===== config.mk =====
export PLATFORM = sky130hd
export DESIGN_NAME = btn_press_classifier
export DESIGN_NICKNAME = d
export VERILOG_FILES = /design/src/rtl/btn_press_classifier_pkg.sv /design/src/rtl/btn_edge_detect.sv /design/src/rtl/btn_press_classifier.sv
export SDC_FILE = /design/constraint.sdc
export NUM_CORES = 1
export LEC_CHECK = 0
export BUFFER_PORTS_ARGS = -buffer_cell sky130_fd_sc_hd__buf_2
export CAP_MARGIN = 15
export CELL_PAD_IN_SITES_DETAIL_PLACEMENT = 0
export CELL_PAD_IN_SITES_GLOBAL_PLACEMENT = 2
export CORE_UTILIZATION = 39
export DETAILED_ROUTE_END_ITERATION = 12
export GPL_ROUTABILITY_DRIVEN = 0
export PLACE_DENSITY = 0.84
export SLEW_MARGIN = 20
export SYNTH_ARGS = -nofsm -noshare
export SYNTH_HDL_FRONTEND = slang
export SYNTH_SLANG_ARGS = --single-unit

===== constraint.sdc =====
create_clock -name clk -period 2.3 [get_ports clk]
set_input_delay 0 -clock clk [delete_from_list [all_inputs] [get_ports clk]]
set_output_delay 0 -clock clk [all_outputs]
set_load 0.05 [all_outputs]

===== src/rtl/btn_press_classifier_pkg.sv =====
// Shared state encodings and default timing for the button gesture classifier.
// The buzzer control FSM imports the same definitions.
package btn_press_classifier_pkg;

  typedef enum logic [2:0] {
    ST_IDLE   = 3'd0,
    ST_PRESS1 = 3'd1,
    ST_GAP    = 3'd2,
    ST_PRESS2 = 3'd3,
    ST_HOLD   = 3'd4
  } btn_state_e;

  // Defaults assume a 100 MHz clock.
  localparam int unsigned DEF_LONG_LIMIT    = 100_000_000;
  localparam int unsigned DEF_DOUBLE_GAP    = 30_000_000;
  localparam int unsigned DEF_REPEAT_PERIOD = 20_000_000;
  localparam int unsigned DEF_CNT_W         = 27;

endpackage


===== src/rtl/btn_edge_detect.sv =====
// Registers a clock-synchronous button level and flags its rising and falling edges.
// The register clears on reset, so a level held high through reset reads as a fresh rise.
module btn_edge_detect (
  input  logic clk,
  input  logic reset,
  input  logic level,
  output logic rise,
  output logic fall
);

  logic level_q;

  always_ff @(posedge clk or posedge reset) begin
    if (reset) level_q <= 1'b0;
    else       level_q <= level;
  end

  assign rise = level & ~level_q;
  assign fall = ~level & level_q;

endmodule


===== src/rtl/btn_press_classifier.sv =====
// Classifies debounced button gestures into short, double and long presses with auto-repeat.
// Outputs are registered one-cycle event pulses; busy mirrors "FSM not idle" one cycle after the decision.
module btn_press_classifier
  import btn_press_classifier_pkg::*;
#(
  parameter int unsigned LONG_LIMIT    = DEF_LONG_LIMIT,
  parameter int unsigned DOUBLE_GAP    = DEF_DOUBLE_GAP,
  parameter int unsigned REPEAT_PERIOD = DEF_REPEAT_PERIOD,
  parameter int unsigned CNT_W         = DEF_CNT_W
) (
  input  logic clk,
  input  logic reset,
  input  logic clean_btn,
  output logic short_press,
  output logic double_press,
  output logic long_press,
  output logic repeat_pulse,
  output logic busy
);

  // A limit counts as reached on the last cycle of the interval, i.e. cnt == LIMIT-1.
  localparam logic [CNT_W-1:0] LONG_LAST   = CNT_W'(LONG_LIMIT - 1);
  localparam logic [CNT_W-1:0] GAP_LAST    = CNT_W'(DOUBLE_GAP - 1);
  localparam logic [CNT_W-1:0] REPEAT_LAST = CNT_W'(REPEAT_PERIOD - 1);
  localparam logic [CNT_W-1:0] CNT_MAX     = {CNT_W{1'b1}};

  logic rise;
  logic fall;

  btn_edge_detect u_edge (
    .clk   (clk),
    .reset (reset),
    .level (clean_btn),
    .rise  (rise),
    .fall  (fall)
  );

  btn_state_e       state;
  btn_state_e       state_nx;
  logic [CNT_W-1:0] cnt;
  logic             cnt_restart;
  logic             short_nx;
  logic             double_nx;
  logic             long_nx;
  logic             repeat_nx;

  always_comb begin
    state_nx    = state;
    cnt_restart = 1'b0;
    short_nx    = 1'b0;
    double_nx   = 1'b0;
    long_nx     = 1'b0;
    repeat_nx   = 1'b0;
    case (state)
      ST_IDLE: begin
        if (rise) state_nx = ST_PRESS1;
      end
      ST_PRESS1: begin
        // A release on the very cycle the limit is reached still counts as a short press.
        if (fall) begin
          state_nx = ST_GAP;
        end else if (cnt == LONG_LAST) begin
          long_nx  = 1'b1;
          state_nx = ST_HOLD;
        end
      end
      ST_HOLD: begin
        if (fall) begin
          state_nx = ST_IDLE;
        end else if (cnt == REPEAT_LAST) begin
          repeat_nx   = 1'b1;
          cnt_restart = 1'b1;
        end
      end
      ST_GAP: begin
        // A re-press on the last gap cycle still makes a double press.
        if (rise) begin
          state_nx = ST_PRESS2;
        end else if (cnt == GAP_LAST) begin
          short_nx = 1'b1;
          state_nx = ST_IDLE;
        end
      end
      ST_PRESS2: begin
        if (fall) begin
          double_nx = 1'b1;
          state_nx  = ST_IDLE;
        end
      end
      default: state_nx = ST_IDLE;
    endcase
  end

  always_ff @(posedge clk or posedge reset) begin
    if (reset) begin
      state        <= ST_IDLE;
      cnt          <= '0;
      short_press  <= 1'b0;
      double_press <= 1'b0;
      long_press   <= 1'b0;
      repeat_pulse <= 1'b0;
      busy         <= 1'b0;
    end else begin
      state <= state_nx;
      if (state_nx != state || cnt_restart) cnt <= '0;
      else if (cnt != CNT_MAX)              cnt <= cnt + 1'b1;
      short_press  <= short_nx;
      double_press <= double_nx;
      long_press   <= long_nx;
      repeat_pulse <= repeat_nx;
      busy         <= (state_nx != ST_IDLE);
    end
  end

endmodule


==> reports/qor.yml <==
outcome: "finished clean"
n_antenna_cell: 0
drt-initial-drc-count: 63
h-tree-depth: 2
ys_seq_area_frac: 0.4268
synth_seq_cells: 36
setup_tns_ns: 0
skew_ns: 0.004394
die_area_sq_um: 5710
yosys_warnings: 0
cp_max_fo: 14
ant_nets: 0
fp.coreArea_sq_um: 5172
num_vias: 1769
numCtsBuffers: 5
fin_crit_ns: 2.161
synth_most_common_cell: "dfrtp_1"
post_cts_buffers: 0
worstMarginPinSlew_ns: 0.5300
power.density_nw_per_um2: 616.5
nNetsFinal: 248
clk-insertion-delay-late_ns: 0.29
syn_avg_cell_area_sq_um: 9.508
p_leak_uw: 0.0009402
grt_pass1_vias: 1593
dpl.cell_count: 304
synth_commonest_cells: "dfrtp_1, a21oi_1, nor2_1"
rsz0062_at_grt: "yes"
wl_per_cell_microns: 16.31
dp_hpwl_microns: 3426
cts_tree: "done"
io_buffers: 7
gr-total-overflow: 0
root_buffer: "clkbuf_8"
synth_edf_count: 0
synth_fp_nets: 226
max_freq_mhz: 462.8
numClockSinks: 36
fin_cells: 315
vdd_ir_drop_max_mv: 0.4208
die_w_microns: 75.57
report.final.slew_viol_count: 0
yosys_most_used_dff: "dfrtp_1"
netlist_area_sq_um: 2111
syn-instance-count: 222
synth_top_area_frac: 0.4268
cp.arrival_ns: 2.33
first_pass_iters: 4
die_y_microns: 75.57
post-route-period-util: 0.9394
fillers: 489
path_clk_slew_ns: 0.07
min_path_type: "in2async"
finalPower_uw: 1487
placementRows: 26
wl_microns: 5138
async_flop_share: 1.000
syn2layout_area_growth_pct: 14.29
synth_area_leaders: "dfrtp_1, a21oi_1, nor2_1"
critPathRequiredTime_ns: 2.47
drive_gt1_frac: 0.1796
drv_cap: 0
cp-start-kind: "register"
cts.path.max_buffers: 2
end_kind: "register"
setup_violations: 0
grt_pass1_wl_microns: 7921
netlist.top_cell.by_area: "dfrtp_1"
grt_max_degree: 37
slew-limit-headroom: 0.6463
viasPerCell: 5.616
whs_ns: 0.3557
drc_errors: 0
antenna_found_initial: 0
crit_type: "reg2reg"
start_util: 0.4081
ys_types: 50
finalHoldViolCount: 0
boundaryPins: 8
grtUsageTotal: 0.1902
routing by layer:
metal	GRT usage	part of all wire	vias up
met2	0.2827	0.44	34
met3	0.05159	0.033	10
li1	-	-	875
met1	0.2651	0.51	850
met4	0.06996	0.018	0
met5	0	0	-
worst paths after layout:
kind,startpoint,end,slack (ns),depth (start not counted)
hold / removal,reset,double_press,0.36,4
min in group clk,clean_btn,u_edge.level_q,0.41,2
setup / recovery,cnt[18],cnt[16],0.14,5
hold reg to reg,cnt[9],cnt[9],0.60,2
setup reg to reg,cnt[18],cnt[16],0.14,5
max in group asynchronous,reset,cnt[17],1.61,4
worst max-delay path, stage by stage, from the launching register on:
cell	delay [ns]
dfrtp_1	0.45
or4_1	0.52
nor4_1	0.28
o2111ai_1	0.35
nand4b_4	0.35
nor2_1	0.09
through the flow:
stage               instance area (sq um)    util  setup slack [ns]
CTS                                  2384  0.4608            0.1143
global route                         2412  0.4664         -0.007661
floorplan                            2111       -            0.3848
global placement                     2273  0.4395            0.1573
detailed placement                   2273  0.4395            0.1239
finish                               2412  0.4664            0.1393
flip-flops by register name, summed over array words and instances (netlist names):
| register | flops |
|---|---|
| short_press | 1 |
| repeat_pulse | 1 |
| state | 3 |
| long_press | 1 |
| cnt | 27 |
| busy | 1 |
| u_edge.level_q | 1 |
| double_press | 1 |
where the power goes:
part	internal, uW	leakage, uW	switching, uW
registers	683	0.000488	50.9
logic	105	0.000407	182
clock network	244	0.0000455	222
placed cells by master (no fill, tap or decap), types with 3 or more instances in the layout:
| cell type | netlist | final |
|---|---|---|
| dfrtp_1 | 36 | 36 |
| nor2_1 | 22 | 22 |
| a21oi_1 | 22 | 22 |
| nand2_1 | 17 | 17 |
| buf_4 | 0 | 12 |
| o21ai_0 | 11 | 11 |
| nand3_1 | 9 | 9 |
| or3_1 | 9 | 9 |
| xnor2_1 | 9 | 9 |
| nand4_1 | 8 | 8 |
| buf_2 | 1 | 7 |
| inv_1 | 6 | 6 |
| clkbuf_8 | 0 | 6 |
| or4_1 | 5 | 5 |
| nor4_1 | 5 | 5 |
| nor3_1 | 6 | 5 |
| nor3_2 | 3 | 4 |
| o31ai_1 | 3 | 3 |
| and4_1 | 3 | 3 |
| nor2b_1 | 3 | 3 |
| xor2_1 | 3 | 3 |
what timing repair did:
item,CTS,global route
hold buffers,2,0
endpoints found under the hold margin,37,0
resized for setup,0,2
setup endpoints to repair,0,20
cells by family (layout without fill, tap and decap cells):
| group | count (synthesis) | count (layout) | synth area share |
|---|---|---|---|
| adders and majority gates | 1 | 1 | 0.005927 |
| xor gates and xnor gates | 12 | 12 | 0.04980 |
| and+or+nand+nor | 113 | 114 | 0.3474 |
| muxes | 2 | 2 | 0.009485 |
| DFF | 36 | 36 | 0.4268 |
| buffers and inverters | 13 | 35 | 0.03438 |
| AOI/OAI and AO/OA | 45 | 45 | 0.1263 |
layout make-up:
cell class,instances,area [sq um],area share
clock buffer,8,90.09,0.03734
inverter,6,22.52,0.009336
timing repair buffer,21,145.1,0.06017
sequential,36,900.9,0.3734
multi-input combinational,174,1166,0.4834
tap,70,87.58,0.03631
(Power assumes the default switching activity.)
